<file path="src/rtl/mul_mac_rr_sched_if.sv">
// Request/response bundle for mul_mac_rr_sched: NREQ operand streams in,
// one tagged accumulated-sum response out.
interface mul_mac_rr_sched_if #(
  parameter int NREQ = 4,
  parameter int IDW  = 2,
  parameter int ACCW = 24
);
  logic [NREQ-1:0]   req_valid;
  logic [NREQ-1:0]   req_ready;
  logic [NREQ*8-1:0] req_a;
  logic [NREQ*8-1:0] req_b;
  logic [NREQ-1:0]   req_last;
  logic              rsp_valid;
  logic              rsp_ready;
  logic [IDW-1:0]    rsp_id;
  logic [ACCW-1:0]   rsp_data;

  // Requester/consumer side
  modport master (
    output req_valid, req_a, req_b, req_last, rsp_ready,
    input  req_ready, rsp_valid, rsp_id, rsp_data
  );

  // Scheduler side
  modport slave (
    input  req_valid, req_a, req_b, req_last, rsp_ready,
    output req_ready, rsp_valid, rsp_id, rsp_data
  );
endinterface

</file>
<file path="src/rtl/mul_mac_rr_sched.sv">
// Round-robin shared signed 8x8 multiply-accumulate: one accumulator per
// requester, completed dot products returned on a single tagged response port.
module mul_mac_rr_sched #(
  parameter int NREQ = 4,
  parameter int IDW  = 2,
  parameter int ACCW = 24
) (
  input  logic              clock,
  input  logic              reset,
  mul_mac_rr_sched_if.slave bus
);

  logic [IDW-1:0]         rr_ptr;
  logic                   win_found;
  logic [IDW-1:0]         win_id;
  logic                   stall;
  logic                   advance;
  logic                   fire;

  logic                   s1_valid;
  logic [IDW-1:0]         s1_id;
  logic signed [7:0]      s1_a;
  logic signed [7:0]      s1_b;
  logic                   s1_last;

  logic signed [ACCW-1:0] acc [NREQ];
  logic signed [15:0]     prod;
  logic signed [ACCW-1:0] prod_ext;
  logic signed [ACCW-1:0] sum;
  logic                   s1_done;

  logic                   rsp_valid_q;
  logic [IDW-1:0]         rsp_id_q;
  logic [ACCW-1:0]        rsp_data_q;

  // S1 may only be frozen by a last pair that cannot hand off its result
  assign stall   = s1_valid & s1_last & rsp_valid_q & ~bus.rsp_ready;
  assign advance = ~stall;
  assign fire    = win_found & advance & ~reset;
  assign s1_done = advance & s1_valid;

  // Round-robin search from rr_ptr; IDW-bit addition wraps modulo NREQ
  always_comb begin
    logic [IDW-1:0] cand;
    win_found = 1'b0;
    win_id    = '0;
    cand      = '0;
    for (int unsigned k = 0; k < NREQ; k++) begin
      cand = rr_ptr + IDW'(k);
      if (!win_found && bus.req_valid[cand]) begin
        win_found = 1'b1;
        win_id    = cand;
      end
    end
  end

  // One-hot grant, independent of operand data
  always_comb begin
    bus.req_ready = '0;
    if (fire) begin
      bus.req_ready[win_id] = 1'b1;
    end
  end

  // Shared multiplier and accumulate path for the pair held in S1
  always_comb begin
    prod     = s1_a * s1_b;
    prod_ext = ACCW'(prod);
    sum      = acc[s1_id] + prod_ext;
  end

  // Grant/capture stage into the S1 operand register and pointer update
  always_ff @(posedge clock) begin
    if (reset) begin
      s1_valid <= 1'b0;
      s1_id    <= '0;
      s1_a     <= '0;
      s1_b     <= '0;
      s1_last  <= 1'b0;
      rr_ptr   <= '0;
    end else if (advance) begin
      if (fire) begin
        s1_valid <= 1'b1;
        s1_id    <= win_id;
        s1_a     <= bus.req_a[win_id*8 +: 8];
        s1_b     <= bus.req_b[win_id*8 +: 8];
        s1_last  <= bus.req_last[win_id];
        rr_ptr   <= win_id + IDW'(1);
      end else begin
        s1_valid <= 1'b0;
      end
    end
  end

  // Per-requester accumulators; a closing pair restarts its accumulator
  always_ff @(posedge clock) begin
    if (reset) begin
      for (int unsigned i = 0; i < NREQ; i++) begin
        acc[i] <= '0;
      end
    end else if (s1_done) begin
      acc[s1_id] <= s1_last ? '0 : sum;
    end
  end

  // Response register; a new completion may replace one accepted this cycle
  always_ff @(posedge clock) begin
    if (reset) begin
      rsp_valid_q <= 1'b0;
      rsp_id_q    <= '0;
      rsp_data_q  <= '0;
    end else if (s1_done && s1_last) begin
      rsp_valid_q <= 1'b1;
      rsp_id_q    <= s1_id;
      rsp_data_q  <= sum;
    end else if (bus.rsp_ready) begin
      rsp_valid_q <= 1'b0;
    end
  end

  assign bus.rsp_valid = rsp_valid_q;
  assign bus.rsp_id    = rsp_id_q;
  assign bus.rsp_data  = rsp_data_q;

endmodule

</file>
<file path="src/flat_wrapper.sv">
// flat-port wrapper written by rule: the top's interface ports become plain ports
module mul_mac_rr_sched_flat 
#(
  parameter int NREQ = 4,
  parameter int IDW  = 2,
  parameter int ACCW = 24
)
  (clock, reset, bus_req_valid, bus_req_a, bus_req_b, bus_req_last, bus_rsp_ready, bus_req_ready, bus_rsp_valid, bus_rsp_id, bus_rsp_data);
  mul_mac_rr_sched_if #(.NREQ(NREQ), .IDW(IDW), .ACCW(ACCW)) bus_i ();
  input  logic clock;
  input  logic reset;
  input wire logic [$bits(bus_i.req_valid)-1:0] bus_req_valid;
  input wire logic [$bits(bus_i.req_a)-1:0] bus_req_a;
  input wire logic [$bits(bus_i.req_b)-1:0] bus_req_b;
  input wire logic [$bits(bus_i.req_last)-1:0] bus_req_last;
  input wire logic [$bits(bus_i.rsp_ready)-1:0] bus_rsp_ready;
  output wire logic [$bits(bus_i.req_ready)-1:0] bus_req_ready;
  output wire logic [$bits(bus_i.rsp_valid)-1:0] bus_rsp_valid;
  output wire logic [$bits(bus_i.rsp_id)-1:0] bus_rsp_id;
  output wire logic [$bits(bus_i.rsp_data)-1:0] bus_rsp_data;
  assign bus_i.req_valid = bus_req_valid;
  assign bus_i.req_a = bus_req_a;
  assign bus_i.req_b = bus_req_b;
  assign bus_i.req_last = bus_req_last;
  assign bus_i.rsp_ready = bus_rsp_ready;
  assign bus_req_ready = bus_i.req_ready;
  assign bus_rsp_valid = bus_i.rsp_valid;
  assign bus_rsp_id = bus_i.rsp_id;
  assign bus_rsp_data = bus_i.rsp_data;
  mul_mac_rr_sched #(.NREQ(NREQ), .IDW(IDW), .ACCW(ACCW)) u_core (.clock(clock), .reset(reset), .bus(bus_i));
endmodule
</file>
<file path="config.mk">
export PLATFORM = sky130hd
export DESIGN_NAME = mul_mac_rr_sched_flat
export DESIGN_NICKNAME = d
export VERILOG_FILES = /design/src/rtl/mul_mac_rr_sched_if.sv /design/src/rtl/mul_mac_rr_sched.sv /design/src/flat_wrapper.sv
export SDC_FILE = /design/constraint.sdc
export NUM_CORES = 1
export LEC_CHECK = 0
export CORE_MARGIN = 2
export CORE_UTILIZATION = 34
export CTS_BUF_LIST = sky130_fd_sc_hd__clkbuf_4
export DETAILED_ROUTE_END_ITERATION = 7
export GPL_ROUTABILITY_DRIVEN = 1
export PLACE_DENSITY_LB_ADDON = 0.05
export SKIP_LAST_GASP = 1
export SYNTH_ARGS = -nofsm -noshare
export SYNTH_HDL_FRONTEND = slang
export SYNTH_SLANG_ARGS = --single-unit
</file>
<file path="constraint.sdc">
create_clock -name clock -period 8.7 [get_ports clock]
set_input_delay 1.74 -clock clock [delete_from_list [all_inputs] [get_ports clock]]
set_output_delay 1.74 -clock clock [all_outputs]
set_load 0.005 [all_outputs]
</file>
==> run_results.csv <==
group,metric,value,unit
critical_path,rrSetupSlack,2.12,ns
timing,fin_hold_ws,0.465,ns
yosys,synthDistinctLibCells,56,
global_route,grt-ovfl-total,0,
clock_network,cts_resized,0,
min_path,worstHoldPathCells,2,
detailed_routing,drc,0,
yosys,synth_compound_area_share,6.25,%
die,die_x,182,um
clock_network,clock_path_buffers,2,
clock_network,cts_tree,"yes",
die,design.die.area,0.0331,mm^2
detailed_routing,ant_nets,0,
timing,finalCriticalPeriod,6.58,ns
place,place_area,0.0122,mm^2
detailed_routing,wl,28700,um
place,pre_cts_ws,2.14,ns
min_path,min_to,"u_core.bus.rsp_data[16]",
detailed_routing,drt_pass1_iterations,6,
critical_path,startpoint_type,"register",
timing,skew,0.0529,ns
clock_network,postCtsHoldBufs,0,
place,hpwl,21800,um
timing,fin_tns_setup,0,ns
pwr,power_leakage,5.38,nW
yosys,synth_edf_count,96,
clock_network,cts_setup_buffers,0,
yosys,synth_xor_area_share,1.79,%
yosys,synth_top_family_by_area,"adder cells",
timing,relSlewSlack,35.9,%
pwr,switching_share,50.0,%
clock_network,clkTransAtPathRegs,0.19,ns
die,initial_core_util,34.3,%
timing,maxSlewViolCount,0,
yosys,synth_nets,1230,
critical_path,cp.required,8.98,ns
pwr,p_seq_share,22.5,%
critical_path,r2r_end,"u_core.acc[3][23]",
cells_and_area,stdcell_count,1505,
cells_and_area,layout.nets,1325,
clock_network,cts_made_buffers,17,
cells_and_area,area_delta_synth_final,16.7,%
place,dp.cells,1471,
run,drv_cap,0,
yosys,yosys.area_share.simple,13.0,%
clock_network,insertion_delay,0.58,ns
detailed_routing,avgRoutedWirePerCell,19.1,um
critical_path,arrival,6.86,ns
yosys,syn_area,0.0108,mm^2
timing,hold_viol,0,
run_status,status,"complete, no violations",
pwr,power_frac_clock,11.3,%
pwr,power_frac_comb,66.3,%
cells_and_area,stdcell_area,0.0126,mm^2
pwr,ir_drop,153,uV
pwr,p_per_area,343,mW/mm^2
die,ioPinCount,106,
critical_path,reg2regPathDepth,16,
place,place.gp.congestion,0.765,
timing,fmax,152,MHz
die,die_height,182,um
timing,rsz0062_at_grt,"false",
pwr,internal-power,2.16,mW
die,rows,65,
critical_path,worstSetupPathType,"reg -> reg",
global_route,grt_antenna_before_repair,1,
timing,setup_ws,2.12,ns
clock_network,cts_sinks,147,
yosys,yosysSeqAreaShare,36.3,%
global_route,grt_use_total,18.1,%
critical_path,critPathMaxFanout,24,
global_route,grt_max_degree,38,
critical_path,crit_path_end_kind,"register",
yosys,yosysWarnings,0,
die,coreArea,0.0314,mm^2
clock_network,h-tree-depth,4,
detailed_routing,via_per_inst,4.88,
yosys,syn_avg_cell_area,10.8,um^2
clock_network,cts-root-buf,"clkbuf_4",
global_route,grt_pass1_wl,45400,um
detailed_routing,vias,7346,
min_path,hold_path.class,"reg -> reg",
place,port_buffers,105,
yosys,synth_flop_cell,"edfxtp_1",
yosys,ys_ff_latch,147,
cells_and_area,fin_util,40.0,%
cells_and_area,fillers,3114,
timing,max_slew.worst_pin.slew,0.962,ns
pwr,finalPower,4.31,mW
cells_and_area,drive_gt1_share,8.90,%
yosys,synth_mux_area_share,10.2,%
yosys,synth-adder-area-share,26.1,%
yosys,netlist_instances,993,
detailed_routing,drt_iter0_markers,448,
pwr,switchingPower,2.16,mW
global_route,grt_pass1_vias,7841,
yosys,async_reset_ff_share,0,%
timing,setup_viol,0,
min_path,worstHoldStart,"u_core.bus.rsp_data[16]",
timing,fin_crit_sh,75.6,%
## power by group through the flow
| stage | clock [mW] | combinational (mW) | sequential (mW) |
|---|---|---|---|
| 6_report | 0.486 | 2.86 | 0.970 |
| 3_5_place_dp | 0 | 2.86 | 0.991 |
| 4_1_cts | 0.500 | 2.89 | 0.974 |
| 5_1_grt | 0.526 | 3.23 | 0.989 |
| 3_3_place_gp | 0 | 2.87 | 0.988 |
| 2_1_floorplan | 0 | 2.02 | 0.931 |
## Yosys cell counts (all sizes together) (18+ instances only)
library cell / instances / share of area (%)
a21oi: 41 / 1.9
and2: 35 / 2.0
clkbuf: 34 / 1.2
dfxtp: 51 / 9.5
edfxtp: 96 / 27
fa: 104 / 19
ha: 58 / 6.7
inv: 134 / 4.7
mux2: 18 / 1.9
mux2i: 35 / 3.3
mux4: 24 / 5.0
nand2: 85 / 3.0
nand3: 33 / 1.5
nor2: 87 / 3.0
o21ai: 28 / 1.3
## kinds of logic after synthesis
kind of cell,after synthesis
simple gates,299
buf+inv,178
fa+ha+maj,162
flops,147
compound gates,108
mux,77
xor+xnor,22
## critical path: stages (launching register included)
cell	delay (ns)
dfxtp_2	1.00
mux4_2	0.61
inv_1	0.09
fa_1	0.41
inv_1	0.08
fa_1	0.43
fa_1	0.47
fa_1	0.53
fa_1	0.50
ha_1	0.35
o211ai_1	0.13
o211ai_1	0.25
a41oi_1	0.27
o311ai_2	0.49
o22ai_1	0.15
xnor2_1	0.42
nor2_1	0.09
## how the worst max path moves through the flow
stage | endpoint | cells past startpoint | slack [ns] | start
floorplan | u_core.bus.rsp_data[20] | 19 | 2.58 | register
global route | u_core.acc[1][23] | 16 | 1.63 | register
CTS | u_core.acc[3][23] | 16 | 2.06 | register
detailed placement | u_core.acc[2][23] | 16 | 2.14 | register
finish | u_core.acc[3][23] | 16 | 2.12 | register
global placement | u_core.acc[1][23] | 16 | 2.24 | register
## routing by layer
metal,routed length (um),vias to the layer above,global-route usage (%)
li1,-,3526,-
met1,14000,3697,26.3
met2,13400,109,29.5
met3,993,14,2.21
met4,254,0,3.26
met5,0,-,0
## sequential cells by signal, summed over array words and instances (netlist names), named ones only
name	flops
u_core.s1_id	2
u_core.s1_valid	1
u_core.s1_a	8
u_core.s1_last	1
u_core.s1_b	8
u_core.acc	96
u_core.bus.rsp_valid	1
u_core.bus.rsp_id	2
u_core.bus.rsp_data	24
u_core.rr_ptr	2
## area by class of cell
class / instances / area, um^2 / area share (%)
Antenna cell: 2 / 5.00 / 0.0398
Clock buffer: 17 / 128 / 1.02
Clock inverter: 15 / 188 / 1.49
Inverter: 134 / 503 / 4.00
Multi-Input combinational cell: 668 / 6170 / 49.1
Sequential cell: 147 / 3910 / 31.1
Tap cell: 402 / 503 / 4.00
Timing Repair Buffer: 120 / 1160 / 9.26
## cells in the final DEF, fill, tap and decap left out, types with 9 or more instances in the layout
master and instances:
inv_1 133, clkdlybuf4s50_1 105, fa_1 104, edfxtp_1 96
nor2_1 86, nand2_1 85, ha_1 58, dfxtp_1 50
a21oi_1 40, and2_1 35, mux2i_1 35, nand3_1 33
mux4_2 24, mux2_2 18, o21ai_1 17, clkbuf_4 17
xnor2_1 15, buf_4 15, nor3_1 13, nor2b_1 12
o21ai_0 11, nand4_1 9
(Power assumes the default switching activity.)
